--- config.mk ---
export PLATFORM = sky130hd
export DESIGN_NAME = rom_stream_reader
export DESIGN_NICKNAME = d
export VERILOG_FILES = /design/src/rtl/rom_stream_reader.sv
export SDC_FILE = /design/constraint.sdc
export NUM_CORES = 1
export LEC_CHECK = 0
export ABC_AREA = 1
export BUFFER_PORTS_ARGS = -buffer_cell sky130_fd_sc_hd__buf_2
export CAP_MARGIN = 20
export CORE_MARGIN = 2
export CORE_UTILIZATION = 60
export DETAILED_ROUTE_END_ITERATION = 6
export MAX_ROUTING_LAYER = met4
export PLACE_DENSITY_LB_ADDON = 0.1
export RECOVER_POWER = 25
export SETUP_SLACK_MARGIN = 0.1
export SLEW_MARGIN = 20
export SYNTH_ARGS = -nofsm -noshare
export SYNTH_HDL_FRONTEND = slang
export SYNTH_SLANG_ARGS = --single-unit
--- constraint.sdc ---
create_clock -name clk_i -period 3.25 [get_ports clk_i]
set_clock_uncertainty 0.2 [all_clocks]
set_input_delay 0.65 -clock clk_i [delete_from_list [all_inputs] [get_ports clk_i]]
set_output_delay 0.65 -clock clk_i [all_outputs]
set_load 0.02 [all_outputs]
--- src/rtl/rom_stream_reader.sv ---
// Streams a burst of consecutive ROM words out over a valid/ready interface.
// Reads are credit-limited so the return FIFO can never overflow.
//
// state   | meaning
// --------+--------------------------------------------------------------
// S_IDLE  | waiting for start; count=0 requests only pulse done
// S_ISSUE | presenting addresses to the ROM while FIFO credit allows
// S_DRAIN | all addresses issued; waiting for the last beat to transfer
module rom_stream_reader #(
   parameter int ADDR_W  = 3,
   parameter int DATA_W  = 8,
   parameter int ROM_LAT = 1
) (
   input  logic              clk_i,
   input  logic              rst_i,
   input  logic              start_i,
   input  logic [ADDR_W-1:0] base_i,
   input  logic [ADDR_W:0]   count_i,
   output logic [ADDR_W-1:0] rom_addr_o,
   input  logic [DATA_W-1:0] rom_data_i,
   output logic              out_valid_o,
   input  logic              out_ready_i,
   output logic [DATA_W-1:0] out_data_o,
   output logic              out_last_o,
   output logic              busy_o,
   output logic              done_o
);
   localparam int DEPTH = ROM_LAT + 2;
   localparam int CNT_W = $clog2(DEPTH + 1);
   localparam int PTR_W = $clog2(DEPTH);
   localparam logic [ADDR_W:0]  MAX_WORDS = {1'b1, {ADDR_W{1'b0}}};
   localparam logic [PTR_W-1:0] PTR_LAST  = PTR_W'(DEPTH - 1);

   typedef enum logic [1:0] {S_IDLE, S_ISSUE, S_DRAIN} state_t;

   state_t            state_q;
   logic [ADDR_W-1:0] rom_addr_q;
   logic [ADDR_W:0]   left_q;
   logic              busy_q;
   logic              done_q;

   logic [DATA_W-1:0] fifo_data_q [DEPTH];
   logic              fifo_last_q [DEPTH];
   logic [PTR_W-1:0]  wr_ptr_q, wr_ptr_d;
   logic [PTR_W-1:0]  rd_ptr_q, rd_ptr_d;
   logic [CNT_W-1:0]  fcnt_q, fcnt_d;

   logic [CNT_W-1:0]  inflight;
   logic              issue_fire, issue_last;
   logic              ret_valid, ret_last;
   logic              push, pop, beat_last;

   // Reads in flight plus buffered words never exceed the FIFO depth.
   assign issue_fire = (state_q == S_ISSUE) &&
                       (((CNT_W+1)'(inflight) + (CNT_W+1)'(fcnt_q)) < (CNT_W+1)'(DEPTH));
   assign issue_last = issue_fire && (left_q == (ADDR_W+1)'(1));

   if (ROM_LAT == 0) begin : g_lat0
      assign ret_valid = issue_fire;
      assign ret_last  = issue_last;
      assign inflight  = '0;
   end else begin : g_lat
      logic [ROM_LAT-1:0] vld_q;
      logic [ROM_LAT-1:0] lst_q;

      always_ff @(posedge clk_i or posedge rst_i) begin
         if (rst_i) begin
            vld_q <= '0;
            lst_q <= '0;
         end else begin
            vld_q[0] <= issue_fire;
            lst_q[0] <= issue_last;
            for (int i = 1; i < ROM_LAT; i++) begin
               vld_q[i] <= vld_q[i-1];
               lst_q[i] <= lst_q[i-1];
            end
         end
      end

      assign ret_valid = vld_q[ROM_LAT-1];
      assign ret_last  = lst_q[ROM_LAT-1];

      always_comb begin
         inflight = '0;
         for (int i = 0; i < ROM_LAT; i++) begin
            inflight = inflight + CNT_W'(vld_q[i]);
         end
      end
   end

   assign push      = ret_valid;
   assign pop       = out_valid_o && out_ready_i;
   assign beat_last = pop && out_last_o;

   always_comb begin
      wr_ptr_d = wr_ptr_q;
      rd_ptr_d = rd_ptr_q;
      if (push) begin
         wr_ptr_d = (wr_ptr_q == PTR_LAST) ? '0 : wr_ptr_q + PTR_W'(1);
      end
      if (pop) begin
         rd_ptr_d = (rd_ptr_q == PTR_LAST) ? '0 : rd_ptr_q + PTR_W'(1);
      end
      fcnt_d = fcnt_q + CNT_W'(push) - CNT_W'(pop);
   end

   always_ff @(posedge clk_i or posedge rst_i) begin
      if (rst_i) begin
         wr_ptr_q <= '0;
         rd_ptr_q <= '0;
         fcnt_q   <= '0;
         for (int i = 0; i < DEPTH; i++) begin
            fifo_data_q[i] <= '0;
            fifo_last_q[i] <= 1'b0;
         end
      end else begin
         wr_ptr_q <= wr_ptr_d;
         rd_ptr_q <= rd_ptr_d;
         fcnt_q   <= fcnt_d;
         if (push) begin
            fifo_data_q[wr_ptr_q] <= rom_data_i;
            fifo_last_q[wr_ptr_q] <= ret_last;
         end
      end
   end

   always_ff @(posedge clk_i or posedge rst_i) begin
      if (rst_i) begin
         state_q    <= S_IDLE;
         rom_addr_q <= '0;
         left_q     <= '0;
         busy_q     <= 1'b0;
         done_q     <= 1'b0;
      end else begin
         done_q <= 1'b0;
         case (state_q)
            S_IDLE: begin
               if (start_i) begin
                  if (count_i == '0) begin
                     done_q <= 1'b1;
                  end else begin
                     state_q    <= S_ISSUE;
                     rom_addr_q <= base_i;
                     left_q     <= (count_i > MAX_WORDS) ? MAX_WORDS : count_i;
                     busy_q     <= 1'b1;
                  end
               end
            end
            S_ISSUE: begin
               if (issue_fire) begin
                  rom_addr_q <= rom_addr_q + ADDR_W'(1);
                  left_q     <= left_q - (ADDR_W+1)'(1);
                  if (issue_last) begin
                     state_q <= S_DRAIN;
                  end
               end
            end
            S_DRAIN: begin
               if (beat_last) begin
                  state_q <= S_IDLE;
                  busy_q  <= 1'b0;
                  done_q  <= 1'b1;
               end
            end
            default: state_q <= S_IDLE;
         endcase
      end
   end

   assign rom_addr_o  = rom_addr_q;
   assign out_valid_o = (fcnt_q != '0);
   assign out_data_o  = fifo_data_q[rd_ptr_q];
   assign out_last_o  = fifo_last_q[rd_ptr_q];
   assign busy_o      = busy_q;
   assign done_o      = done_q;
endmodule
After elaboration in Yosys (flattened, before gate mapping)
Index checks and enable logic that the tools add are counted.

word-level totals
  output and inout port bits = 15
  bits of input ports = 19
  flip-flop bits (word level) = 46
  word-level logic and storage cells = 90

operators by class
  eq/ne operators = 10
  magnitude comparators = 5
  bitwise operators = 2
  reduce and logical (&&, ||, !) cells = 13
  multiplexer cells = 37
  add/sub/neg operators = 7

operators by type and width
  operator                                                  count
  bitwise mux 24 bit                                        1
  two-way mux 8 bit                                         3
  binary-select mux 8 bit (select 2 bit)                    1
  demux 8 bit (select 2 bit)                                1
  two-way mux 4 bit                                         4
  two-way mux 2 bit                                         7
  != test 2 bit, second input constant                      5
  two-way mux 1 bit                                         9
  two-way mux 3 bit                                         3
  case mux 4 bit (2 select lines)                           1
  AND reduction 4 bit                                       2
  == test 2 bit, second input constant                      3
  greater-or-equal comparator 3 bit, second input constant  2
  NOT 2 -> 3 bit                                            2
  case mux 2 bit (3 select lines)                           1
  case mux 3 bit (2 select lines)                           1
  nonzero test 2 bit                                        3
  logical AND 1 bit                                         5
  AND reduction 5 bit                                       1
  adder 2 x 1 -> 2 bit, second input constant               2
  == test 4 x 1 -> 1 bit, second input constant             1
  > comparator 4 bit, second input constant                 1
  zero test 4 bit                                           1
  case mux 1 bit (2 select lines)                           2
  12 further kinds                                          12

Depth between registers and ports, before layout
Gate-level depths: netlist of run 1.

  word-level depth = 7
  depth in mapped cells = 10

Worst setup path before layout of run 1
OpenSTA, ideal clock, no wires.

  path type = register to output
  from = register rd_ptr_q[1]
  to = output port out_data_o[1]
  required time = 2.400 ns
  arrival time = 0.993 ns
  cell stages (with the launch flop) = 5
  path buffers = 0
  slack = 1.407 ns
  cells stage by stage = dfrtp_1 inv_1 nor2_1 nand2_1 nand3_1

between the ends
  longest elaborated chain between the ends = 4

RTL lines
  element                                                RTL line  source
  start, declared                                        45        logic [PTR_W-1:0] rd_ptr_q, rd_ptr_d;
  start signal, assigned                                 118       rd_ptr_q <= rd_ptr_d;
  NOT 2 -> 3 bit (not written as such)                   172       assign out_data_o = fifo_data_q[rd_ptr_q];
  binary-select mux 8 bit (select 2 bit)                 172
  two-way mux 8 bit (not written as such) (2 in series)  172
  end, declared                                          23        output logic [DATA_W-1:0] out_data_o,

Every way passes these cells. The select of a mux whose other input is x is not followed.

Final worst setup path of run 1
Same ends and word-level chain as after synthesis.

==> results of run 1 <==
[placed cells by master, fill, tap and decap left out, types with 2 or more instances in the layout]
master and n:
nand2_1 91, dfrtp_1 46, o21ai_0 41, buf_2 33, inv_1 27, nand3_1 19
nor2_1 8, ha_1 7, clkbuf_4 5, nand3_2 4, xnor2_1 3, nor2_2 2
or2_2 2, clkinv_1 2, clkinvlp_4 2
[metal layers]
metal / part of all wire (%) / vias up / global-route usage (%)
li1: - / 905 / -
met1: 48 / 792 / 31.8
met2: 46 / 32 / 37.6
met3: 4.0 / 7 / 5.81
met4: 1.8 / 0 / 8.78
met5: 0 / - / -
[path summary, 6_finish.rpt]
| path | startpoint | endpoint | slack [ns] | depth (start not counted) |
|---|---|---|---|---|
| max | rd_ptr_q[1]$_DFFE_PP0P_ | out_data_o[1] | 0.68 | 5 |
| min | rst_i | fifo_data_q[1]$_DFFE_PP0P_ | 0.13 | 2 |
| max reg2reg | g_lat.vld_q$_DFF_PP0_ | left_q[3]$_DFFE_PP0P_ | 1.03 | 10 |
| min reg2reg | busy_o$_DFFE_PP0P_ | busy_o$_DFFE_PP0P_ | 0.28 | 2 |
| max in group asynchronous | rst_i | fifo_last_q[1]$_DFFE_PP0P_ | 1.85 | 3 |
| min in group clk_i | busy_o$_DFFE_PP0P_ | busy_o$_DFFE_PP0P_ | 0.28 | 2 |
[sequential cells by signal, indices dropped and copies added (netlist names), 2 cells and up]
signal / count
wr_ptr_q: 2
fcnt_q: 2
state_q: 2
rom_addr_o: 3
rd_ptr_q: 2
left_q: 4
fifo_data_q: 24
fifo_last_q: 3
[final cells by class]
cell class	count	area [um^2]
sequential	46	1150
clock buffer	5	37.5
timing repair buffer	35	176
inverter	30	113
clock inverter	3	45.0
multi-input combinational	180	876
fill	301	960
tap	46	57.6
[metrics by stage]
step | cells | cell area (um^2) | hold WS, ns | utilization [%] | worst slack [ns]
3_5_place_dp | 337 | 2380 | 0.258 | 69.6 | 1.05
3_3_place_gp | 337 | 2380 | 0.250 | 69.6 | 1.09
4_1_cts | 345 | 2460 | 0.138 | 72.0 | 0.699
5_1_grt | 345 | 2460 | 0.166 | 71.9 | 0.501
6_report | 345 | 2460 | 0.129 | 71.9 | 0.680
2_1_floorplan | 262 | 2170 | 0.242 | - | 1.31
[power by group]
part | total, uW | leakage, uW | internal [uW] | switching [uW]
combinational | 1300 | 0.000703 | 450 | 847
sequential | 1040 | 0.000571 | 856 | 184
clock | 354 | 0.0000374 | 161 | 192
total | 2690 | 0.00131 | 1470 | 1220
[worst reg2reg max path: cells and delay by family, from the launching register on]
kind | cells | cell delay [ns]
buf+inv | 1 | 0.18
simple gates | 7 | 0.76
flops | 1 | 0.50
fa+ha+maj | 2 | 0.49
[kinds of logic (layout without fill, tap and decap cells)]
logic type                 after synthesis  in the layout  share of synthesized area, %
buffers and inverters                   36             73                          6.68
adders and majority gates                7              7                          4.03
AOI/OAI and AO/OA                       42             42                          9.79
xor gates and xnor gates                 3              3                          1.21
and+or+nand+nor                        128            128                          25.3
DFF                                     46             46                          53.0
==> impl_results.md, run 1 <==
* Resized cells post-CTS at 0
* Yosys top cell by area: dfrtp_1
* Synthesized area at 2170 um^2
* Net count after synthesis at about 290
* Crit. End Element: output pin
* DIE WIDTH at 64.2 um
* Crit-path max FO at 8
* Leakage at ~0.0013 uW
* GRT Total Usage at ~24%
* Cell Pwr Density at ~1100 nW/um^2
* Post-synth top flop: dfrtp_1
* Vias/cell at between 5 and 6
* Post-synth ARST share at 100%
* CTS Sinks at 46
* Slew margin rel. at about two fifths
* Layout cells sized above 1 at between 10% and 20%
* Min-delay worst type: in2async
* CTS root buffer: clkbuf_4
* Setup bufs post-CTS at 0
* Vias in the first global route at approximately 1.7k
* Post-synth EDFFs at 0
* I/O Pins at 34
* DPL Wire Length at 2.92 mm
* CP Data Arrival Time at about 1.7 ns
* MaxCap Viol Count at 0
* DRT iter0 DRCs at roughly 140
* CP cell instances: inv_1 -> nor2_1 -> nand2_1 -> nand3_1 -> buf_2
* Final setup viols at 0
* Outcome: finished clean
* Syn_area_per_cell at 8.29 um^2
* Critical Path Max Stage Delay at 0.46 ns
* GR Overflow Total at 0
* Antenna Nets Post-Route at 0
* H-tree depth at 2
* Synthesis warning total at 0
* Latest clock arrival within the worst-skew pair at between 0.3 and 0.4 ns
* Num rows at 21
* NumNets Final at 324
* Crit Path Category: reg2out
* Antenna Cells at 0
* Worst setup SP type: register
* First-pass DRT Iterations at 4
* Core area at 3420 um^2
* Min Tclk post-route at approximately 2.6 ns
* # hold bufs at CTS at 0
* RSZ-0062 raised after global routing: no
* CP Data Required Time at 2.40 ns
* Buffers on Ports at 33
* WL per Instance at roughly 12 um
* Synth unique cells at 19
* Vias at around 1.7k
* Max Slew Vio Count at 0
* VDD IR max at about 650 uV
* Slew at the pin closest to its max-slew limit at approximately 0.87 ns
* Hold Vio Cnt, Final at 0
* CTS max path bufs at 2
* Die Ht at about 64 um
* Initial antenna violation count at 0
* Drt total wl at ~4.0 mm
* Delay-heaviest family, CP: simple AND/OR/NAND/NOR gates
* Slowest-stage cell, CP: nor2_1
* Yosys top cell area share at approximately 53%
* Largest net degree at the start of global routing at 28
* CTS tree: yes
* Num CTS Buffers at 5
* Layout area overhead at 13.1%
* Starting Density at between 60% and 70%
* Post-Syn Instances at between 200 and 300
* Fin crit share at 79.1%
* GP Congestion at 0.780
* Buf+Inv Stages, Crit Path at 2
* Synth top area cells: dfrtp_1, nand2_1, o21ai_0
* Post-synthesis sequential area ratio at a little over half
* Post-synth top cells: nand2_1, dfrtp_1, o21ai_0
* Final Power at between 2000 and 3000 uW
* Achievable Freq at 0.389 GHz
* Die footprint at 4120 um^2
* DRC at 0
* #FFs+latches synth at 46
* Count leader, synth: nand2_1
* Clock Pin Slew Worst Setup and Hold Paths at around 0.14 ns
* First-pass GRT wire length at ~7.4 mm
* Setup TNS at 0 ns
No activity file was read; power rests on OpenSTA's default activity.
==> run 2, diff against run 1 <==
--- a/config.mk
+++ b/config.mk
@@ -9,7 +9,7 @@
 export BUFFER_PORTS_ARGS = -buffer_cell sky130_fd_sc_hd__buf_2
 export CAP_MARGIN = 20
 export CORE_MARGIN = 2
-export CORE_UTILIZATION = 60
+export CORE_UTILIZATION = 50
 export DETAILED_ROUTE_END_ITERATION = 6
 export MAX_ROUTING_LAYER = met4
 export PLACE_DENSITY_LB_ADDON = 0.1
==> constraint.sdc (replaced) <==
create_clock -name clk_i -period 2.1 [get_ports clk_i]
set_clock_uncertainty 0.2 [all_clocks]
set_input_delay 0.42 -clock clk_i [delete_from_list [all_inputs] [get_ports clk_i]]
set_output_delay 0.42 -clock clk_i [all_outputs]
set_load 0.02 [all_outputs]
==> run 2 against run 1 <==
Clock power rose by 80%; critical endpoint is now out_data_o[6]; first-iteration DRC count fell by 31%; clock-buffer cell count rose by 2; sequential power rose by 55%; cell count rose by 4.1%; largest power group unchanged.
==> impl_results.md, run 2 (synthesized netlist as in run 1, its figures left out) <==
* Outcome: finished clean
* Slowest-stage cell, CP: dfrtp_1
* Latest clock arrival within the worst-skew pair at slightly below 0.3 ns
* WL per Instance at ~12 um
* Vias/cell at 5.01
* CP Data Arrival Time at between 1 and 1.5 ns
* I/O Pins at 34
* Min-delay worst type: in2reg
* Leakage at roughly 0.0014 uW
* Core area at approximately 4000 um^2
* Critical Path Max Stage Delay at about 0.41 ns
* CTS max path bufs at 2
* Multi-input gate area at 891 um^2
* Max Slew Vio Count at 0
* DRC at 0
* DRT iter0 DRCs at 94
* CTS Sinks at 46
* NumNets Final at roughly 330
* Num CTS Buffers at 5
* Fin crit share at just over 90%
* Worst setup margin at about 0.16 ns
* Vias at between 1.5k and 2k
* Initial antenna violation count at 0
* Crit. End Element: output pin
* Max FFs per register at 24
* Pre-CTS WS at roughly 0.096 ns
* Clock Pin Slew Worst Setup and Hold Paths at about 0.080 ns
* Drt total wl at between 4 and 5 mm
* Antenna Cells at 0
* Final setup viols at 0
* First-pass GRT wire length at 7.69 mm
* Largest Register: fifo_data_q
* Vias in the first global route at between 1.5k and 2k
* Hold Path Depth at 3
* Crit Path Category: reg2out
* Antenna Nets Post-Route at 0
* Starting Density at a little over half
* Die Ht at 69.9 um
* Min Tclk post-route at ~1.9 ns
* Layout area overhead at 21.3%
* CP cell instances: inv_2 -> nor2_2 -> buf_6 -> nand2_1 -> nand3_1 -> buf_4
* Achievable Freq at between 0.5 and 0.6 GHz
* Cell Pwr Density at about 1800 nW/um^2
* CP Data Required Time at ~1.5 ns
* Commonest non-fill, non-tap cells in the layout: nand2_1, dfrtp_1, o21ai_0
* Hold Vio Cnt, Final at 0
* RSZ-0062 raised after global routing: yes
* Cell area after placement at 2420 um^2
* Commonest non-fill, non-tap cell in the layout: nand2_1
* Slew margin rel. at 76.5%
* Layout cells sized above 1 at a little over a fifth
* DIE WIDTH at around 70 um
* Num rows at 23
* Fill cell count at 369
* DPL Wire Length at 2.97 mm
* Die footprint at roughly 4900 um^2
* GR Overflow Total at 0
* GP Congestion at a little over 0.8
* Post-route design area at between 2000 and 3000 um^2
* Fin cells at around 360
* Slew at the pin closest to its max-slew limit at between 0.3 and 0.4 ns
* Final core utilization at between 60% and 70%
* Worst setup SP type: register
* Buffers on Ports at 33
* Crit-path max FO at 8
* Setup TNS at 0 ns
* FF-to-FF path depth at 9
* VDD IR max at between 900 and 1000 uV
* Storage cell area at between 1000 and 1500 um^2
* CTS tree: yes
* # placed instances at 344
* H-tree depth at 2
* MaxCap Viol Count at 0
* CTS root buffer: clkbuf_8
* Largest registers: fifo_data_q x24, left_q x4
* First-pass DRT Iterations at 4
* Largest net degree at the start of global routing at 47
* GRT Total Usage at 20.1%
[run 2: cell types whose count changed in the layout (fill, tap and decap cells not counted), sizes merged]
cell,change
buf,+10
clkinvlp,-2
clkbuf,+1
clkinv,-1
dlygate4sd3,+1
inv,+1
[run 2: final cells by class]
class	instances	area share [%]
flip-flops and latches	46	43.7
multi-input cells	180	33.8
repair buffers	45	11.7
inverters	30	4.37
clock buffers	7	2.90
well taps	50	2.37
clock inverters	1	1.14
[run 2: worst max-delay path: cells and delay by family, from the launching register on]
family                 cells  cell delay [ns]
DFF                        1             0.41
buffers and inverters      3             0.36
and+or+nand+nor            3             0.26
[run 2: through the flow]
stage / total power, uW / hold slack [ns]
after floorplan: 3160 / 0.242
after global placement: 3660 / 0.250
after detailed placement: 3750 / 0.274
after CTS: 4430 / 0.189
after global routing: 5220 / 0.221
final: 4730 / 0.203
[run 2: worst paths after layout]
check / end / slack, ns / start
max: out_data_o[6] / 0.16 / rd_ptr_q[1]$_DFFE_PP0P_
min: done_o$_DFF_PP0_ / 0.20 / start_i
max reg2reg: left_q[2]$_DFFE_PP0P_ / 0.18 / fcnt_q[0]$_DFF_PP0_
min reg2reg: fifo_data_q[4]$_DFFE_PP0P_ / 0.29 / fifo_data_q[4]$_DFFE_PP0P_
max in group asynchronous: rd_ptr_q[0]$_DFFE_PP0P_ / 0.97 / rst_i
min in group asynchronous: fifo_data_q[20]$_DFFE_PP0P_ / 0.50 / rst_i
[run 2: where the power goes]
part	total, uW	switching (uW)	internal (uW)
sequential	1610	279	1330
combinational	2490	1450	1040
clock	637	281	356
total	4730	2010	2720
[run 2: metal layers]
layer | track usage [%] | wire [um] | vias to the layer above
met4 | 4.27 | 35 | 0
met2 | 32.3 | 2110 | 29
li1 | - | - | 924
met1 | 26.7 | 2200 | 842
met5 | - | 0 | -
met3 | 4.33 | 135 | 4
[run 2: repair_timing]
| action | 4_1_cts | 5_1_grt |
|---|---|---|
| hold endpoints to repair | 46 | 0 |
| setup buffers | 0 | 6 |
| endpoints found under the setup margin | 13 | 15 |
| hold buffers | 1 | 0 |
| resized for setup | 4 | 19 |
| pin swaps | 0 | 6 |
